### src/rtl/dsp_mac_sequencer_if.sv
// ----------------------------------------------------------------------------
// dsp_mac_sequencer_if
// Purpose : Bundles the sample stream, the result stream and the dsp48a1
//           control/data ports of the MAC sequencer.
// Modports: slave  - the sequencer (consumes samples, drives slice controls)
//           master - the environment (stream source, result sink, slice)
// Signals : IN_VALID/IN_READY/IN_A/IN_B/IN_LAST[/IN_SUB]  sample stream
//           RES_VALID/RES_READY/RES_DATA/RES_CNT          result stream
//           DSP_A/B/OPMODE/CEA/CEB/CEM/CEP/CEOPMODE/P     slice side
// Config  : DSP_SEQ_SUB_EN adds IN_SUB (per-sample subtract).
// ----------------------------------------------------------------------------
interface dsp_mac_sequencer_if #(
    parameter int DATA_W = 18,
    parameter int P_W    = 48,
    parameter int CNT_W  = 16
);
    logic              IN_VALID;
    logic              IN_READY;
    logic [DATA_W-1:0] IN_A;
    logic [DATA_W-1:0] IN_B;
    logic              IN_LAST;
`ifdef DSP_SEQ_SUB_EN
    logic              IN_SUB;
`endif
    logic              RES_VALID;
    logic              RES_READY;
    logic [P_W-1:0]    RES_DATA;
    logic [CNT_W-1:0]  RES_CNT;
    logic [DATA_W-1:0] DSP_A;
    logic [DATA_W-1:0] DSP_B;
    logic [7:0]        DSP_OPMODE;
    logic              DSP_CEA;
    logic              DSP_CEB;
    logic              DSP_CEM;
    logic              DSP_CEP;
    logic              DSP_CEOPMODE;
    logic [P_W-1:0]    DSP_P;

    modport slave (
`ifdef DSP_SEQ_SUB_EN
        input  IN_SUB,
`endif
        input  IN_VALID, IN_A, IN_B, IN_LAST, RES_READY, DSP_P,
        output IN_READY, RES_VALID, RES_DATA, RES_CNT,
        output DSP_A, DSP_B, DSP_OPMODE,
        output DSP_CEA, DSP_CEB, DSP_CEM, DSP_CEP, DSP_CEOPMODE
    );

    modport master (
`ifdef DSP_SEQ_SUB_EN
        output IN_SUB,
`endif
        output IN_VALID, IN_A, IN_B, IN_LAST, RES_READY, DSP_P,
        input  IN_READY, RES_VALID, RES_DATA, RES_CNT,
        input  DSP_A, DSP_B, DSP_OPMODE,
        input  DSP_CEA, DSP_CEB, DSP_CEM, DSP_CEP, DSP_CEOPMODE
    );
endinterface

### src/rtl/dsp_mac_sequencer.sv
// ----------------------------------------------------------------------------
// dsp_mac_sequencer
// Purpose : Frame-based multiply-accumulate controller for one dsp48a1 slice
//           (A1REG=B1REG=MREG=PREG=OPMODEREG=1). Each accepted (A,B) pair is
//           steered through the slice pipeline by clock enables; the frame
//           sum sum(A*B) is returned once the last product lands in P.
// Ports   : CLK    - clock shared with the slice
//           RST_N  - asynchronous active-low reset
//           bus    - dsp_mac_sequencer_if.slave (sample stream, result
//                    stream, slice A/B/OPMODE/CE outputs, slice P input)
// Config  : DSP_SEQ_SUB_EN - per-sample IN_SUB selects P = Z - M.
// ----------------------------------------------------------------------------
module dsp_mac_sequencer #(
    parameter int DATA_W = 18,
    parameter int P_W    = 48,
    parameter int CNT_W  = 16
) (
    input  logic                   CLK,
    input  logic                   RST_N,
    dsp_mac_sequencer_if.slave     bus
);
    typedef enum logic [1:0] {S_IDLE, S_ACCUM, S_DRAIN, S_DONE} state_t;

    state_t           r_state;
    logic             r_cem;        // tag stage 1 valid: product enters M
    logic             r_cep;        // tag stage 2 valid: P loads
    logic             r_s1_last;
    logic             r_s2_last;
    logic [7:0]       r_opmode;
    logic             r_res_valid;
    logic [CNT_W-1:0] r_cnt;

    logic              w_ready;
    logic              w_accept;
    logic              w_first;
    logic              w_sub;
    logic [DATA_W-1:0] w_a;
    logic [DATA_W-1:0] w_b;
    logic [P_W-1:0]    w_p;

    // Gated by reset so nothing is accepted while the block is held in reset.
    assign w_ready  = RST_N & ((r_state == S_IDLE) | (r_state == S_ACCUM));
    assign w_accept = bus.IN_VALID & w_ready;
    assign w_first  = (r_state == S_IDLE);
`ifdef DSP_SEQ_SUB_EN
    assign w_sub    = bus.IN_SUB;
`else
    assign w_sub    = 1'b0;
`endif

    // A/B go straight to the slice; A1/B1 registers capture them on CEA/CEB.
    assign w_a = bus.IN_A;
    assign w_b = bus.IN_B;
    assign w_p = bus.DSP_P;

    assign bus.IN_READY     = w_ready;
    assign bus.DSP_A        = w_a;
    assign bus.DSP_B        = w_b;
    assign bus.DSP_CEA      = w_accept;
    assign bus.DSP_CEB      = w_accept;
    assign bus.DSP_CEM      = r_cem;
    assign bus.DSP_CEOPMODE = r_cem;
    assign bus.DSP_CEP      = r_cep;
    assign bus.DSP_OPMODE   = r_opmode;
    assign bus.RES_VALID    = r_res_valid;
    assign bus.RES_DATA     = w_p;   // P is frozen in DONE since CEP stays low
    assign bus.RES_CNT      = r_cnt;

    always_ff @(posedge CLK or negedge RST_N) begin
        if (!RST_N) begin
            r_state     <= S_IDLE;
            r_cem       <= 1'b0;
            r_cep       <= 1'b0;
            r_s1_last   <= 1'b0;
            r_s2_last   <= 1'b0;
            r_opmode    <= 8'h00;
            r_res_valid <= 1'b0;
            r_cnt       <= '0;
        end else begin
            // Tag shift: stage 1 lines up with M/OPMODE regs, stage 2 with P.
            r_cem     <= w_accept;
            r_s1_last <= w_accept & bus.IN_LAST;
            r_cep     <= r_cem;
            r_s2_last <= r_s1_last;

            // X=M always; Z=0 on the first sample (discards stale P), Z=P after.
            // Bit7 turns the post-adder into Z - (X).
            if (w_accept)
                r_opmode <= {w_sub, 3'b000, ~w_first, 3'b001};
            else
                r_opmode <= 8'h00;

            if (w_accept) begin
                if (w_first)
                    r_cnt <= CNT_W'(1);
                else if (r_cnt != {CNT_W{1'b1}})
                    r_cnt <= r_cnt + CNT_W'(1);
            end

            case (r_state)
                S_IDLE: begin
                    if (w_accept)
                        r_state <= bus.IN_LAST ? S_DRAIN : S_ACCUM;
                end
                S_ACCUM: begin
                    if (w_accept && bus.IN_LAST)
                        r_state <= S_DRAIN;
                end
                S_DRAIN: begin
                    // Last product is loading into P this cycle; valid next.
                    if (r_s2_last) begin
                        r_state     <= S_DONE;
                        r_res_valid <= 1'b1;
                    end
                end
                S_DONE: begin
                    if (bus.RES_READY) begin
                        r_state     <= S_IDLE;
                        r_res_valid <= 1'b0;
                    end
                end
                default: r_state <= S_IDLE;
            endcase
        end
    end
endmodule

### src/flat_wrapper.sv
// flat-port wrapper written by rule: the top's interface ports become plain ports
module dsp_mac_sequencer_flat 
#(
    parameter int DATA_W = 18,
    parameter int P_W    = 48,
    parameter int CNT_W  = 16
)
  (CLK, RST_N, bus_IN_VALID, bus_IN_A, bus_IN_B, bus_IN_LAST, bus_RES_READY, bus_DSP_P, bus_IN_READY, bus_RES_VALID, bus_RES_DATA, bus_RES_CNT, bus_DSP_A, bus_DSP_B, bus_DSP_OPMODE, bus_DSP_CEA, bus_DSP_CEB, bus_DSP_CEM, bus_DSP_CEP, bus_DSP_CEOPMODE);
  dsp_mac_sequencer_if #(.DATA_W(DATA_W), .P_W(P_W), .CNT_W(CNT_W)) bus_i ();
  input  logic CLK;
  input  logic RST_N;
  input wire logic [$bits(bus_i.IN_VALID)-1:0] bus_IN_VALID;
  input wire logic [$bits(bus_i.IN_A)-1:0] bus_IN_A;
  input wire logic [$bits(bus_i.IN_B)-1:0] bus_IN_B;
  input wire logic [$bits(bus_i.IN_LAST)-1:0] bus_IN_LAST;
  input wire logic [$bits(bus_i.RES_READY)-1:0] bus_RES_READY;
  input wire logic [$bits(bus_i.DSP_P)-1:0] bus_DSP_P;
  output wire logic [$bits(bus_i.IN_READY)-1:0] bus_IN_READY;
  output wire logic [$bits(bus_i.RES_VALID)-1:0] bus_RES_VALID;
  output wire logic [$bits(bus_i.RES_DATA)-1:0] bus_RES_DATA;
  output wire logic [$bits(bus_i.RES_CNT)-1:0] bus_RES_CNT;
  output wire logic [$bits(bus_i.DSP_A)-1:0] bus_DSP_A;
  output wire logic [$bits(bus_i.DSP_B)-1:0] bus_DSP_B;
  output wire logic [$bits(bus_i.DSP_OPMODE)-1:0] bus_DSP_OPMODE;
  output wire logic [$bits(bus_i.DSP_CEA)-1:0] bus_DSP_CEA;
  output wire logic [$bits(bus_i.DSP_CEB)-1:0] bus_DSP_CEB;
  output wire logic [$bits(bus_i.DSP_CEM)-1:0] bus_DSP_CEM;
  output wire logic [$bits(bus_i.DSP_CEP)-1:0] bus_DSP_CEP;
  output wire logic [$bits(bus_i.DSP_CEOPMODE)-1:0] bus_DSP_CEOPMODE;
  assign bus_i.IN_VALID = bus_IN_VALID;
  assign bus_i.IN_A = bus_IN_A;
  assign bus_i.IN_B = bus_IN_B;
  assign bus_i.IN_LAST = bus_IN_LAST;
  assign bus_i.RES_READY = bus_RES_READY;
  assign bus_i.DSP_P = bus_DSP_P;
  assign bus_IN_READY = bus_i.IN_READY;
  assign bus_RES_VALID = bus_i.RES_VALID;
  assign bus_RES_DATA = bus_i.RES_DATA;
  assign bus_RES_CNT = bus_i.RES_CNT;
  assign bus_DSP_A = bus_i.DSP_A;
  assign bus_DSP_B = bus_i.DSP_B;
  assign bus_DSP_OPMODE = bus_i.DSP_OPMODE;
  assign bus_DSP_CEA = bus_i.DSP_CEA;
  assign bus_DSP_CEB = bus_i.DSP_CEB;
  assign bus_DSP_CEM = bus_i.DSP_CEM;
  assign bus_DSP_CEP = bus_i.DSP_CEP;
  assign bus_DSP_CEOPMODE = bus_i.DSP_CEOPMODE;
  dsp_mac_sequencer #(.DATA_W(DATA_W), .P_W(P_W), .CNT_W(CNT_W)) u_core (.CLK(CLK), .RST_N(RST_N), .bus(bus_i));
endmodule
### config.mk
export PLATFORM = sky130hd
export DESIGN_NAME = dsp_mac_sequencer_flat
export DESIGN_NICKNAME = d
export VERILOG_FILES = /design/src/rtl/dsp_mac_sequencer_if.sv /design/src/rtl/dsp_mac_sequencer.sv /design/src/flat_wrapper.sv
export SDC_FILE = /design/constraint.sdc
export NUM_CORES = 1
export LEC_CHECK = 0
export BUFFER_PORTS_ARGS = -buffer_cell sky130_fd_sc_hd__buf_4
export CAP_MARGIN = 25
export CORE_MARGIN = 3
export CORE_UTILIZATION = 30
export CTS_CLUSTER_SIZE = 24
export DETAILED_ROUTE_END_ITERATION = 7
export PLACE_DENSITY = 0.72
export RECOVER_POWER = 100
export SYNTH_ARGS = -nofsm -noshare
export SYNTH_HDL_FRONTEND = slang
export SYNTH_SLANG_ARGS = --single-unit
export TNS_END_PERCENT = 10
### constraint.sdc
create_clock -name CLK -period 1.8 [get_ports CLK]
set_input_delay 0.27 -clock CLK [delete_from_list [all_inputs] [get_ports CLK]]
set_output_delay 0.27 -clock CLK [all_outputs]
set_load 0.02 [all_outputs]
## Yosys cells after proc, flatten, opt, wreduce, memory -nomap -nowiden

Cells that the tools add are included.

| storage, ports and cells | value |
|---|---|
| register bits after elaboration | 31 |
| output and inout bits | 115 |

| cells by class | value |
|---|---|
| $add $sub $neg | 1 |
| reductions and logical operators | 7 |
| equality and inequality tests | 8 |
| bitwise logic cells | 5 |
| multiplexer cells | 12 |

Operators with widths:

| kind | number |
|---|---|
| 2-to-1 mux 16 bit | 2 |
| adder 16 x 1 -> 16 bit, second input constant | 1 |
| inequality test 16 bit, second input constant | 1 |
| 2-to-1 mux 2 bit | 5 |
| case mux 2 bit (4 select lines) | 1 |
| == test 2 bit, second input constant | 2 |
| 2-to-1 mux 4 bit | 1 |
| inequality test 2 x 1 -> 1 bit, second input constant | 2 |
| inequality test 2 bit, second input constant | 2 |
| AND reduction 4 bit | 1 |
| nonzero test 2 bit | 2 |
| AND 1 bit | 3 |
| AND reduction 3 bit | 1 |
| == test 2 x 1 -> 1 bit, second input constant | 1 |
| logical NOT 2 bit | 1 |
| 2-to-1 mux 1 bit | 2 |
| case mux 1 bit (2 select lines) | 1 |
| AND reduction 2 bit | 1 |
| logical AND 1 bit | 1 |
| NOT 1 bit | 1 |
| OR 1 bit | 1 |

## Depth between registers and ports, before layout

| depth | value |
|---|---|
| depth in word-level cells | 7 |
| depth in mapped cells | 8 |
| mapped depth without buffers | 7 |

## Worst setup path after synthesis

OpenSTA, ideal clock, no wires.

| timing | value |
|---|---|
| path type | reg-to-reg |
| start | register u_core.r_cnt[0], in the netlist u_core.bus.RES_CNT[0] |
| end | register u_core.r_cnt[11], in the netlist u_core.bus.RES_CNT[11] |
| data required time | 1.735 ns |
| buffers on the path | 1 |
| slack | 0.002 ns |
| data arrival time | 1.733 ns |
| clock period less this slack | 1.798 ns |
| cell stages (with the launch flop) | 7 |
| path through | dfrtp_1 > ha_1 > nand4_4 > nor4_4 > a21o_1 > buf_6 > o22a_1 |

| between the ends | value |
|---|---|
| cells in the longest elaborated chain, start to end | 3 |
| elaborated cells on any way between the ends | 6 |
| those cells by class | add/sub: 1; eq/ne: 1; mux: 2; reduce/logical: 2 |

RTL lines:

| item | line | text |
|---|---|---|
| start: declaration | dsp_mac_sequencer.sv:31 | `logic [CNT_W-1:0] r_cnt;` |
| start signal: assignment | dsp_mac_sequencer.sv:97 | `r_cnt <= r_cnt + CNT_W'(1);` |
| adder 16 x 1 -> 16 bit or inequality test 16 bit (tied branches) | dsp_mac_sequencer.sv:97, dsp_mac_sequencer.sv:96 |  |
| 2-to-1 mux 16 bit or nonzero test 2 bit (tied branches) | -- |  |
| 2-to-1 mux 16 bit or AND reduction 2 bit (tied branches) | -- |  |

Parallel ways exist; a longest one is shown, timed or not. The select of a mux whose other input is x is not followed.
A chain may end at the register's enable or synchronous reset.

## Final worst setup path

| timing | value |
|---|---|
| start | register u_core.r_state[1] |
| end | register u_core.r_cnt[8], in the netlist u_core.bus.RES_CNT[8] |

| between the ends | value |
|---|---|
| cells in the longest elaborated chain, start to end | 5 |
| elaborated cells on any way between the ends | 8 |
| those cells by class | eq/ne: 1; mux: 1; bitwise: 3; reduce/logical: 3 |

RTL lines:

| item | line | text |
|---|---|---|
| start: declaration | dsp_mac_sequencer.sv:24 | `state_t r_state;` |
| start signal: assignment | dsp_mac_sequencer.sv:103 | `r_state <= bus.IN_LAST ? S_DRAIN : S_ACCUM;` |
| == test 2 x 1 -> 1 bit or logical NOT 2 bit (tied branches) | dsp_mac_sequencer.sv:42, dsp_mac_sequencer.sv:44 |  |
| OR 1 bit | dsp_mac_sequencer.sv:42 | `assign w_ready = RST_N & ((r_state == S_IDLE) \| (r_state == S_ACCUM));` |
| AND 1 bit | dsp_mac_sequencer.sv:42 |  |
| AND 1 bit | dsp_mac_sequencer.sv:43 | `assign w_accept = bus.IN_VALID & w_ready;` |
| AND reduction 2 bit (no source line) | -- |  |

Parallel ways exist; a longest one is shown, timed or not.

==> metrics.md <==
| Metric | Value |
|---|---|
| Run status | completed |
| Area growth from synthesis to layout | -5.19% |
| Initial cell density of the core | 31.9% |
| Number of antenna violations at the first check in global routing | 0 |
| Power per cell area | 1170 nW/um2 |
| R2r worst-path depth | 7 |
| Clock latency on the worst-skew pair | 0.27 ns |
| Class of the most critical hold timing path | in -> async |
| Cells after DPL | 281 |
| # Max-Cap Violations | 0 |
| Number of filler instances in the final layout | 694 |
| Share of the yosys chip area belonging to registers | 28.7% |
| Diodes inserted | 0 |
| Required time of the critical path | 2.02 ns |
| Cell-by-cell listing of the critical path | inv_2, ha_4, o211ai_4, buf_4, or4_4, a21oi_2, a21o_1 |
| Clock root buffer | sky130_fd_sc_hd__clkbuf_8 |
| DR vias | 1378 |
| I/O pin cnt | 204 |
| Clock Power Share | 16.2% |
| Endpoint kind of the worst setup timing path | register |
| Area fraction of the dominant cell type after synthesis | 33.7% |
| Via-to-Cell Ratio | 4.74 |
| Synth warn | 0 |
| Mapped Area | 2100 um2 |
| Total length of routed wires | 4270 um |
| RSZ-0062 raised after global routing | yes |
| Top delay family on crit path | simple AND/OR/NAND/NOR gates |
| Time the final worst path needs with I/O delays and setup | 1.76 ns |
| Wire length per cell | 14.7 um |
| Crit path depth | 7 |
| Fraction of layout instances using a drive strength above 1 | 31.8% |
| Reg2Reg Setup Slack | 0.04 ns |
| Cell types with the highest counts after synthesis | sky130_fd_sc_hd__buf_4 (94), sky130_fd_sc_hd__dfrtp_1 (24), sky130_fd_sc_hd__inv_1 (9), sky130_fd_sc_hd__nand2_1 (9), sky130_fd_sc_hd__o21ai_0 (8) |
| Most frequent cell after synthesis | sky130_fd_sc_hd__buf_4 |
| Average size of a mapped cell | 9.07 um2 |
| Maximum vdd drop | 0.349 mV |
| Crit path kind | reg -> reg |
| Top cell type by total area after synthesis | sky130_fd_sc_hd__buf_4 |
| Largest fanout of any net on the critical path | 5 |
| Number of iterations in the first detailed-routing pass | 4 |
| Final Util | 30.3% |
| Total DRC errors in the routed layout | 0 |
| Met3 WL post-DR | 369 um |
| Die width | 89.6 um |
| Clock skew after layout | 0.00287 ns |
| Sw Share | 40.8% |
| CTS buffer count | 3 |
| Most used flip-flop cell after synthesis | sky130_fd_sc_hd__dfrtp_1 |
| Reg-to-reg critical path endpoint | u_core.bus.RES_CNT[8] |
| Share of total power in sequential cells | 32.7% |
| Source of the worst register-to-register timing path | u_core.r_state[1] |
| Crit-path max cell delay | 0.51 ns |
| Pin count of the biggest net entering global routing | 25 |
| Share of the clock period used by the worst path after layout | 97.9% |
| RePlAce Congestion | 0.871 |
| Placement Rows | 29 |
| Number of failing hold endpoints at the final stage | 0 |
| Final ANT Viol Nets | 0 |
| Data arrival time of the worst path | 1.98 ns |
| Internal power component | 1.38 mW |
| Top area cells in the synthesized netlist | sky130_fd_sc_hd__buf_4 (34%), sky130_fd_sc_hd__dfrtp_1 (29%), sky130_fd_sc_hd__mux2i_1 (3.3%), sky130_fd_sc_hd__ha_1 (3.0%), sky130_fd_sc_hd__a21o_1 (2.5%) |
| Number of slew-limit violations in the final report | 0 |
| Leak | 0.929 nW |
| Floorplan core area | 6570 um2 |
| Syn Inst Count | 231 |
| Global-route wire length before repair | 6730 um |
| Fmax | 0.568 GHz |
| Synthesis-stage register bit count | 24 |
| Number of enable flip-flop cells after synthesis | 0 |
| Clock tree from TritonCTS | yes |
| DRT iter0 DRCs | 70 |
| Via count of the first global-routing pass | 1333 |
| Power share of the combinational group | 51.2% |
| Global router's overall resource usage | 10.8% |
| GRT Residual Overflow | 0 |
| Count of unique library cells instantiated by Yosys | 47 |
| Met2 Routed Length | 2110 um |
| Net Switching | 0.948 mW |
| HPWL after detailed placement | 3140 um |
| Fraction of registers with async set/reset | 100% |
| Die area | 8020 um2 |
| Clk slew on worst S/H paths | 0.08 ns |
| M1 WL | 1690 um |
| Highest routing layer actually used | met4 |
| Number of cells in the finished layout apart from fillers | 291 |
| Clock Path Buffers | 2 |
| Number of setup violations in the final report | 0 |
| CTS Sinks | 24 |
| Maximum level of the CTS H-tree | 1 |
| Number of buffers and inverters on the critical path | 2 |
| Number of nets at the end of the flow | 293 |
| Critical-path cell with the highest stage delay | sky130_fd_sc_hd__or4_4 |
| Startpoint class of the critical path | register |
| Number of I/O port buffers | 29 |
| Overall die height | 89.6 um |
area by class of cell:
cell class                 count  area [um2]  area share (%)
clock buffer                   4        55.1            2.77
inverter                      10        40.0            2.02
multi-input combinational    104         800            40.2
sequential                    24         601            30.2
tap                           93         116            5.86
timing repair buffer          56         375            18.9
per-stage QoR:
step | worst slack, ns | hold slack [ns] | power (mW) | TNS, ns | instance area [um2]
2_1_floorplan | 0.00166 | -0.0256 | 1.70 | 0 | 2110
3_3_place_gp | 0.0967 | 0.335 | 1.80 | 0 | 1880
3_5_place_dp | 0.0324 | 0.341 | 1.85 | 0 | 1880
4_1_cts | 0.00640 | 0.0303 | 2.33 | 0 | 1990
5_1_grt | -0.0717 | 0.0691 | 2.51 | -0.373 | 1990
6_report | 0.0384 | 0.0435 | 2.33 | 0 | 1990
power by group through the flow:
| stage | registers (mW) | clock network, mW | logic [mW] |
|---|---|---|---|
| floorplan | 0.868 | 0 | 0.835 |
| global placement | 0.759 | 0 | 1.04 |
| detailed placement | 0.766 | 0 | 1.08 |
| CTS | 0.763 | 0.396 | 1.17 |
| global route | 0.787 | 0.416 | 1.31 |
| finish | 0.761 | 0.376 | 1.19 |
cell usage in the layout, fill, tap and decap left out, types with 3 or more instances in the layout:
cell,n
sky130_fd_sc_hd__conb_1,6
sky130_fd_sc_hd__inv_2,3
sky130_fd_sc_hd__dfrtp_1,24
sky130_fd_sc_hd__a21oi_1,6
sky130_fd_sc_hd__nand2_1,9
sky130_fd_sc_hd__o21ai_0,8
sky130_fd_sc_hd__a21o_1,7
sky130_fd_sc_hd__o22a_1,4
sky130_fd_sc_hd__clkbuf_1,12
sky130_fd_sc_hd__nand3_1,7
sky130_fd_sc_hd__nor2_1,5
sky130_fd_sc_hd__buf_4,44
sky130_fd_sc_hd__inv_1,6
sky130_fd_sc_hd__ha_1,3
sky130_fd_sc_hd__clkbuf_8,4
sky130_fd_sc_hd__mux2i_1,7
worst reg2reg max path, stage by stage, from the launching register on:
cell,delay (ns)
sky130_fd_sc_hd__dfrtp_1,0.41
sky130_fd_sc_hd__inv_2,0.12
sky130_fd_sc_hd__ha_4,0.18
sky130_fd_sc_hd__o211ai_4,0.10
sky130_fd_sc_hd__buf_4,0.15
sky130_fd_sc_hd__or4_4,0.51
sky130_fd_sc_hd__a21oi_2,0.13
sky130_fd_sc_hd__a21o_1,0.10
logic make-up after synthesis:
family                     synth area share, %
AOI/OAI and AO/OA                         14.9
buffers and inverters                     36.7
other                                    0.179
DFF                                       28.7
muxes                                     3.34
and+or+nand+nor                           13.3
adders and majority gates                 2.99
what timing repair did:
action	in CTS	in global routing
gates resized for setup	7	8
pin swaps	1	3
setup buffers	4	2
hold buffers	0	0
endpoints found under the setup margin	2	10
metal layers:
metal	track usage [%]	up-vias
met5	0	-
met4	7.04	0
met3	3.01	15
met2	17.5	56
met1	12.5	678
li1	-	629
flip-flops by register name, indices dropped and copies added, names as in the netlist:
register,count
u_core.r_s2_last,1
u_core.r_s1_last,1
u_core.r_state,2
u_core.bus.DSP_CEP,1
u_core.bus.DSP_OPMODE,2
u_core.bus.RES_VALID,1
u_core.bus.RES_CNT,16
worst max path at each step:
stage / startpoint / endpoint / slack (ns)
floorplan: u_core.bus.RES_CNT[0] / u_core.bus.RES_CNT[11] / 0.002
global placement: u_core.r_state[0] / u_core.bus.RES_CNT[12] / 0.1
detailed placement: u_core.r_state[0] / u_core.bus.RES_CNT[15] / 0.03
CTS: u_core.r_state[0] / u_core.bus.RES_CNT[8] / 0.006
global route: u_core.r_state[0] / u_core.bus.RES_CNT[11] / -0.07
finish: u_core.r_state[1] / u_core.bus.RES_CNT[8] / 0.04
(Power assumes the default switching activity.)
